<file path="config.mk">
export PLATFORM = sky130hd
export DESIGN_NAME = cache_refill_unit_flat
export DESIGN_NICKNAME = d
export VERILOG_FILES = /design/src/rtl/cache_refill_unit_if.sv /design/src/rtl/cache_refill_unit.sv /design/src/flat_wrapper.sv
export SDC_FILE = /design/constraint.sdc
export NUM_CORES = 1
export LEC_CHECK = 0
export CELL_PAD_IN_SITES_DETAIL_PLACEMENT = 1
export CELL_PAD_IN_SITES_GLOBAL_PLACEMENT = 1
export CORE_ASPECT_RATIO = 1.75
export CORE_MARGIN = 1.5
export CORE_UTILIZATION = 35
export DETAILED_ROUTE_END_ITERATION = 7
export GPL_TIMING_DRIVEN = 0
export PLACE_DENSITY = 0.76
export SYNTH_ARGS = -nofsm -noshare
export SYNTH_HDL_FRONTEND = slang
export SYNTH_SLANG_ARGS = --single-unit
</file>
<file path="constraint.sdc">
create_clock -name clk -period 14.8 [get_ports clk]
set_input_delay 2.22 -clock clk [delete_from_list [all_inputs] [get_ports clk]]
set_output_delay 2.22 -clock clk [all_outputs]
set_load 0.005 [all_outputs]
</file>
<file path="src/rtl/cache_refill_unit_if.sv">
// +--------------------------------------------------------------------------+
// | Interfaces : cache_refill_req_if, cache_refill_mem_if                     |
// | Purpose    : Bundles for cache_refill_unit.                               |
// |              cache_refill_req_if - cache-side request/response channel    |
// |                master = cache (or arbiter), slave = refill unit           |
// |                req_valid/req_ready handshake, req_tag/index/offset,       |
// |                req_cached/req_wr/req_wdata/req_wstrb,                     |
// |                resp_valid pulse, resp_line (refilled line), resp_word     |
// |              cache_refill_mem_if - SRAM-like memory bus                   |
// |                master = refill unit, slave = memory bridge                |
// |                mem_req/mem_wr/mem_addr/mem_wdata/mem_wstrb,               |
// |                mem_addr_ok, mem_data_ok, mem_rdata                        |
// | Revision   : 1.0 - initial release                                        |
// +--------------------------------------------------------------------------+
`default_nettype none

interface cache_refill_req_if #(
    parameter int TAG_W   = 20,
    parameter int INDEX_W = 8,
    parameter int OFF_W   = 4
);
    localparam int LINE_W = 8 * (2 ** OFF_W);

    logic               req_valid;
    logic               req_ready;
    logic [TAG_W-1:0]   req_tag;
    logic [INDEX_W-1:0] req_index;
    logic [OFF_W-1:0]   req_offset;
    logic               req_cached;
    logic               req_wr;
    logic [31:0]        req_wdata;
    logic [3:0]         req_wstrb;
    logic               resp_valid;
    logic [LINE_W-1:0]  resp_line;
    logic [31:0]        resp_word;

    modport master (
        output req_valid, req_tag, req_index, req_offset, req_cached,
               req_wr, req_wdata, req_wstrb,
        input  req_ready, resp_valid, resp_line, resp_word
    );

    modport slave (
        input  req_valid, req_tag, req_index, req_offset, req_cached,
               req_wr, req_wdata, req_wstrb,
        output req_ready, resp_valid, resp_line, resp_word
    );
endinterface

interface cache_refill_mem_if;
    logic        mem_req;
    logic        mem_wr;
    logic [31:0] mem_addr;
    logic [31:0] mem_wdata;
    logic [3:0]  mem_wstrb;
    logic        mem_addr_ok;
    logic        mem_data_ok;
    logic [31:0] mem_rdata;

    modport master (
        output mem_req, mem_wr, mem_addr, mem_wdata, mem_wstrb,
        input  mem_addr_ok, mem_data_ok, mem_rdata
    );

    modport slave (
        input  mem_req, mem_wr, mem_addr, mem_wdata, mem_wstrb,
        output mem_addr_ok, mem_data_ok, mem_rdata
    );
endinterface

`default_nettype wire

</file>
<file path="src/rtl/cache_refill_unit.sv">
// +--------------------------------------------------------------------------+
// | Module   : cache_refill_unit                                             |
// | Purpose  : Memory-side refill engine. Takes a cache miss/uncached request |
// |            split into tag/index/offset, rebuilds the physical address    |
// |            and runs it over an SRAM-like req/addr_ok/data_ok bus.        |
// |            Cached requests refill a whole line one word per beat;        |
// |            uncached requests perform a single word read or write.        |
// | Ports    : clk      - clock, rising edge                                 |
// |            rst      - asynchronous active-high reset                     |
// |            req_if   - cache-side channel (slave modport)                 |
// |            mem_if   - memory bus (master modport)                        |
// | Options  : `define CRITICAL_WORD_FIRST_EN to start a refill at the word   |
// |            addressed by req_offset and wrap; default order is 0,1,2,3.   |
// | Revision : 1.0 - initial release                                          |
// +--------------------------------------------------------------------------+
`default_nettype none

module cache_refill_unit #(
    parameter int TAG_W   = 20,
    parameter int INDEX_W = 8,
    parameter int OFF_W   = 4
) (
    input wire              clk,
    input wire              rst,
    cache_refill_req_if.slave  req_if,
    cache_refill_mem_if.master mem_if
);
    localparam int WORDS  = 2 ** (OFF_W - 2);
    localparam int BEAT_W = OFF_W - 2;
    localparam int LINE_W = 32 * WORDS;

    typedef enum logic [1:0] {
        S_IDLE = 2'd0,
        S_ADDR = 2'd1,
        S_DATA = 2'd2,
        S_RESP = 2'd3
    } state_e;

    state_e state_q, state_d;

    logic [TAG_W-1:0]   tag_q;
    logic [INDEX_W-1:0] index_q;
    logic [OFF_W-1:0]   offset_q;
    logic               cached_q;
    logic               wr_q;
    logic [31:0]        wdata_q;
    logic [3:0]         wstrb_q;
    logic [BEAT_W-1:0]  beat_q;
    logic [LINE_W-1:0]  line_q;
    logic [31:0]        word_q;

    logic               accept;
    logic [BEAT_W-1:0]  word_sel;
    logic [31:0]        beat_addr;

    assign accept = (state_q == S_IDLE) && req_if.req_valid;

    // beat_q counts completed beats; word_sel maps it to the line slot.
`ifdef CRITICAL_WORD_FIRST_EN
    // Start at the requested word and wrap naturally in BEAT_W bits.
    assign word_sel = offset_q[OFF_W-1:2] + beat_q;
`else
    assign word_sel = beat_q;
`endif

    assign beat_addr = cached_q ? {tag_q, index_q, word_sel, 2'b00}
                                : {tag_q, index_q, offset_q};

    // ---------------------------------------------------------------- FSM
    always_ff @(posedge clk or posedge rst) begin
        if (rst) begin
            state_q <= S_IDLE;
        end else begin
            state_q <= state_d;
        end
    end

    always_comb begin
        state_d = state_q;
        case (state_q)
            S_IDLE: if (req_if.req_valid)     state_d = S_ADDR;
            S_ADDR: if (mem_if.mem_addr_ok)   state_d = S_DATA;
            S_DATA: begin
                if (mem_if.mem_data_ok) begin
                    // Only cached refills loop back for another beat.
                    if (cached_q && !(&beat_q)) state_d = S_ADDR;
                    else                        state_d = S_RESP;
                end
            end
            S_RESP: state_d = S_IDLE;
            default: state_d = S_IDLE;
        endcase
    end

    // ------------------------------------------------------------ outputs
    // Bus outputs are forced to zero outside ADDR so the bus is quiet
    // whenever no address phase is in flight (including straight out of reset).
    always_comb begin
        req_if.req_ready  = (state_q == S_IDLE);
        req_if.resp_valid = (state_q == S_RESP);
        req_if.resp_line  = line_q;
        req_if.resp_word  = word_q;
        mem_if.mem_req    = 1'b0;
        mem_if.mem_wr     = 1'b0;
        mem_if.mem_addr   = 32'h0;
        mem_if.mem_wdata  = 32'h0;
        mem_if.mem_wstrb  = 4'h0;
        if (state_q == S_ADDR) begin
            mem_if.mem_req  = 1'b1;
            mem_if.mem_addr = beat_addr;
            if (!cached_q && wr_q) begin
                mem_if.mem_wr    = 1'b1;
                mem_if.mem_wdata = wdata_q;
                mem_if.mem_wstrb = wstrb_q;
            end
        end
    end

    // ----------------------------------------------------------- datapath
    always_ff @(posedge clk or posedge rst) begin
        if (rst) begin
            tag_q    <= '0;
            index_q  <= '0;
            offset_q <= '0;
            cached_q <= 1'b0;
            wr_q     <= 1'b0;
            wdata_q  <= 32'h0;
            wstrb_q  <= 4'h0;
            beat_q   <= '0;
            line_q   <= '0;
            word_q   <= 32'h0;
        end else begin
            if (accept) begin
                tag_q    <= req_if.req_tag;
                index_q  <= req_if.req_index;
                offset_q <= req_if.req_offset;
                cached_q <= req_if.req_cached;
                wr_q     <= req_if.req_wr;
                wdata_q  <= req_if.req_wdata;
                wstrb_q  <= req_if.req_wstrb;
                beat_q   <= '0;
            end
            // data_ok is only honoured in DATA, so a pulse that coincides
            // with addr_ok (still in ADDR) never completes a beat.
            if ((state_q == S_DATA) && mem_if.mem_data_ok) begin
                if (cached_q) begin
                    line_q[{word_sel, 5'd0} +: 32] <= mem_if.mem_rdata;
                    beat_q <= beat_q + 1'b1;
                end else if (!wr_q) begin
                    word_q <= mem_if.mem_rdata;
                end
            end
        end
    end

endmodule

`default_nettype wire
</file>
<file path="src/flat_wrapper.sv">
// flat-port wrapper written by rule: the top's interface ports become plain ports
module cache_refill_unit_flat 
#(
    parameter int TAG_W   = 20,
    parameter int INDEX_W = 8,
    parameter int OFF_W   = 4
)
  (clk, rst, req_if_req_valid, req_if_req_tag, req_if_req_index, req_if_req_offset, req_if_req_cached, req_if_req_wr, req_if_req_wdata, req_if_req_wstrb, req_if_req_ready, req_if_resp_valid, req_if_resp_line, req_if_resp_word, mem_if_mem_req, mem_if_mem_wr, mem_if_mem_addr, mem_if_mem_wdata, mem_if_mem_wstrb, mem_if_mem_addr_ok, mem_if_mem_data_ok, mem_if_mem_rdata);
  cache_refill_req_if #(.TAG_W(TAG_W), .INDEX_W(INDEX_W), .OFF_W(OFF_W)) req_if_i ();
  cache_refill_mem_if mem_if_i ();
  input wire clk;
  input wire rst;
  input wire logic [$bits(req_if_i.req_valid)-1:0] req_if_req_valid;
  input wire logic [$bits(req_if_i.req_tag)-1:0] req_if_req_tag;
  input wire logic [$bits(req_if_i.req_index)-1:0] req_if_req_index;
  input wire logic [$bits(req_if_i.req_offset)-1:0] req_if_req_offset;
  input wire logic [$bits(req_if_i.req_cached)-1:0] req_if_req_cached;
  input wire logic [$bits(req_if_i.req_wr)-1:0] req_if_req_wr;
  input wire logic [$bits(req_if_i.req_wdata)-1:0] req_if_req_wdata;
  input wire logic [$bits(req_if_i.req_wstrb)-1:0] req_if_req_wstrb;
  output wire logic [$bits(req_if_i.req_ready)-1:0] req_if_req_ready;
  output wire logic [$bits(req_if_i.resp_valid)-1:0] req_if_resp_valid;
  output wire logic [$bits(req_if_i.resp_line)-1:0] req_if_resp_line;
  output wire logic [$bits(req_if_i.resp_word)-1:0] req_if_resp_word;
  output wire logic [$bits(mem_if_i.mem_req)-1:0] mem_if_mem_req;
  output wire logic [$bits(mem_if_i.mem_wr)-1:0] mem_if_mem_wr;
  output wire logic [$bits(mem_if_i.mem_addr)-1:0] mem_if_mem_addr;
  output wire logic [$bits(mem_if_i.mem_wdata)-1:0] mem_if_mem_wdata;
  output wire logic [$bits(mem_if_i.mem_wstrb)-1:0] mem_if_mem_wstrb;
  input wire logic [$bits(mem_if_i.mem_addr_ok)-1:0] mem_if_mem_addr_ok;
  input wire logic [$bits(mem_if_i.mem_data_ok)-1:0] mem_if_mem_data_ok;
  input wire logic [$bits(mem_if_i.mem_rdata)-1:0] mem_if_mem_rdata;
  assign req_if_i.req_valid = req_if_req_valid;
  assign req_if_i.req_tag = req_if_req_tag;
  assign req_if_i.req_index = req_if_req_index;
  assign req_if_i.req_offset = req_if_req_offset;
  assign req_if_i.req_cached = req_if_req_cached;
  assign req_if_i.req_wr = req_if_req_wr;
  assign req_if_i.req_wdata = req_if_req_wdata;
  assign req_if_i.req_wstrb = req_if_req_wstrb;
  assign req_if_req_ready = req_if_i.req_ready;
  assign req_if_resp_valid = req_if_i.resp_valid;
  assign req_if_resp_line = req_if_i.resp_line;
  assign req_if_resp_word = req_if_i.resp_word;
  assign mem_if_mem_req = mem_if_i.mem_req;
  assign mem_if_mem_wr = mem_if_i.mem_wr;
  assign mem_if_mem_addr = mem_if_i.mem_addr;
  assign mem_if_mem_wdata = mem_if_i.mem_wdata;
  assign mem_if_mem_wstrb = mem_if_i.mem_wstrb;
  assign mem_if_i.mem_addr_ok = mem_if_mem_addr_ok;
  assign mem_if_i.mem_data_ok = mem_if_mem_data_ok;
  assign mem_if_i.mem_rdata = mem_if_mem_rdata;
  cache_refill_unit #(.TAG_W(TAG_W), .INDEX_W(INDEX_W), .OFF_W(OFF_W)) u_core (.clk(clk), .rst(rst), .req_if(req_if_i), .mem_if(mem_if_i));
endmodule
</file>
==> impl_metrics.json <==
{
  "avgViaCountPerCell": 5.07,
  "cts_resized": 0,
  "fillCellCount": 3065,
  "p_leak_nw": 6.61,
  "hpwl_mm": 27.4,
  "nNetsFinal": 1384,
  "synth_edf_count": 0,
  "ir_worst_vdd_mv": 0.110,
  "finalHoldViolCount": 0,
  "drt-initial-drc-count": 278,
  "synth_area_leaders": "dfrtp_1, mux2_2, nand4_1",
  "synth_area_leader_cell": "dfrtp_1",
  "p_sw_mw": 0.877,
  "antenna_found_initial": 1,
  "grt_overflow": 0,
  "dp_cells": 1623,
  "critPathMaxFanout": 10,
  "wl_per_cell_um": 22.3,
  "fmaxAchievable_mhz": 203,
  "yosys.area_share.simple_pct": 14.3,
  "cts_buffers": 24,
  "worstSetupStartpointType": "register",
  "drc": 0,
  "async_reset_ff_share_pct": 100,
  "intPower_mw": 1.90,
  "synth_seq_cells": 234,
  "postRouteAntennaNets": 0,
  "crit_type": "reg -> out",
  "die_h_um": 229,
  "core.rowCount": 82,
  "grt_pass1_vias": 9275,
  "yosys-mux-area-fraction_pct": 11.6,
  "drv_slew": 0,
  "numClockSinks": 234,
  "core_area_um2": 28600,
  "port_buffers": 338,
  "stdcell_count": 1665,
  "hp-class": "reg -> reg",
  "fin_crit_ns": 4.92,
  "htreeDepth": 1,
  "ios": 339,
  "max_cap_viol_count": 0,
  "seq_area_frac_synth_pct": 57.4,
  "ys.flop_type": "dfrtp_1",
  "power_density_nw_per_um2": 186,
  "track_usage_pct": 24.6,
  "critPathRequiredTime_ns": 12.58,
  "worstPathArrival_ns": 2.70,
  "p_seq_share_pct": 37.2,
  "comb_power_share_pct": 40.7,
  "rsz0062_at_grt": "false",
  "synth_top_area_share_pct": 57.4,
  "die_w_um": 132,
  "clock_power_share_pct": 22.1,
  "cp-end-kind": "output pin",
  "fin_crit_sh_pct": 33.2,
  "synth_top_family_by_area": "simple AND/OR/NAND/NOR gates",
  "grt_pass1_wl_mm": 57.0,
  "layout_commonest_cell": "clkdlybuf4s50_1",
  "grt_max_degree": 109,
  "timing.final.ws_setup_ns": 9.88,
  "pre_cts_slack_ns": 10.40,
  "cts_tree": "yes",
  "root_buffer": "clkbuf_16",
  "dr.pass1.iters": 4,
  "worstSkewPairLatency_ns": 0.52,
  "ys_types": 31,
  "syn_inst": 905,
  "syn_area_um2": 10200,
  "synth_compound_area_share_pct": 6.51,
  "finalSetupViolations": 0,
  "syn_nets": 1018,
  "die_area_um2": 30200,
  "clock_skew_ns": 0.0106,
  "gp_congestion": 0.862,
  "ys.warnings.count": 0,
  "synth-xor-area-share_pct": 0,
  "postCtsSetupRepairBufs": 0,
  "syn_area_per_cell_um2": 11.3,
  "relSlewSlack_pct": 48.2,
  "ctsHoldBuffers": 0,
  "yosys.area_share.adder_pct": 0.735,
  "wl_mm": 37.1,
  "worstMarginPinSlew_ns": 0.773,
  "status": "finished, final reports clean",
  "tns_ns": 0,
  "vias": 8437,
  "final_cell_mix": "clkdlybuf4s50_1, dfrtp_1, inv_1",
  "initial_core_util_pct": 35.7,
  "drive_gt1_share_pct": 16.3,
  "area_delta_synth_final_pct": 46.0,
  "cts_buffer_depth": 3,
  "switching_share_pct": 31.6,
  "path_clk_slew_ns": 0.06
}
## worst max-delay path, cell delays in order (launching register included)
cell	delay, ns
dfrtp_1	0.44
nand2b_2	0.28
nor3b_4	0.53
buf_6	0.21
and2_1	0.18
clkdlybuf4s50_1	0.53
## area by class of cell
type	count	area [µm²]	share of cell area, %
multi-input combinational	464	3380	22.6
clock inverter	9	95.1	0.638
sequential	234	5860	39.3
clock buffer	32	682	4.57
buffer	75	483	3.24
tap	378	473	3.17
timing repair buffer	340	3440	23.1
inverter	132	503	3.37
antenna	1	2.50	0.0168
## cell families after synthesis
logic type	Yosys count
compound gates	132
fa+ha+maj	6
buf+inv	207
flops	234
mux	105
simple gates	221
## Yosys cell counts, types with 2 or more instances
cell type and number:
and2_1 65, and2_4 4, buf_1 2, buf_2 34, buf_4 2, buf_6 20, clkbuf_1 16, dfrtp_1 234
ha_1 6, inv_1 132, mux2_2 102, mux2i_1 2, nand2_1 5, nand4_1 128, nor2_1 5, nor3b_1 3
nor4b_4 2, o21ai_0 11, o21ai_1 120
## power by group through the flow
stage | logic (mW) | registers, mW | clock network [mW]
after detailed placement | 1.14 | 1.04 | 0
after global placement | 1.11 | 1.03 | 0
after CTS | 1.15 | 1.03 | 0.629
after global routing | 1.21 | 1.06 | 0.648
final | 1.13 | 1.03 | 0.612
after floorplan | 0.489 | 1.02 | 0
## flip-flops by register name (all words and copies together) (netlist names)
| register | count |
|---|---|
| u_core.beat_q | 2 |
| u_core.cached_q | 1 |
| u_core.index_q | 8 |
| u_core.offset_q | 4 |
| u_core.req_if.resp_line | 128 |
| u_core.req_if.resp_word | 32 |
| u_core.state_q | 2 |
| u_core.tag_q | 20 |
| u_core.wdata_q | 32 |
| u_core.wr_q | 1 |
| u_core.wstrb_q | 4 |
## through the flow
stage / hold WS (ns) / util [%] / instance area [µm²] / power, mW
after floorplan: 0.472 / - / 10200 / 1.51
after global placement: 0.480 / 49.1 / 14100 / 2.14
after detailed placement: 0.488 / 49.4 / 14100 / 2.18
after CTS: 0.502 / 52.1 / 14900 / 2.81
after global routing: 0.511 / 52.1 / 14900 / 2.93
final: 0.498 / 52.1 / 14900 / 2.77
## per-layer routing
metal,global-route usage (%),vias to the layer above,share of wire [%]
li1,-,3821,-
met1,27.2,4307,37
met2,46.7,238,55
met3,3.44,71,4.0
met4,9.72,0,4.0
met5,0,-,0
## final timing paths
| kind | cells after the start | slack (ns) | startpoint | end |
|---|---|---|---|---|
| worst max-delay path | 5 | 9.88 | u_core.state_q[1] | mem_if_mem_wdata[10] |
| worst min-delay path | 1 | 0.50 | u_core.wdata_q[9] | u_core.wdata_q[9] |
| worst max register to register | 7 | 12.41 | u_core.beat_q[0] | u_core.req_if.resp_line[64] |
| worst min register to register | 1 | 0.50 | u_core.wdata_q[9] | u_core.wdata_q[9] |
| max in group asynchronous | 4 | 11.41 | rst | u_core.req_if.resp_line[79] |
| min in group asynchronous | 2 | 2.03 | rst | u_core.wdata_q[29] |
Power figures use the tool's default switching activity.
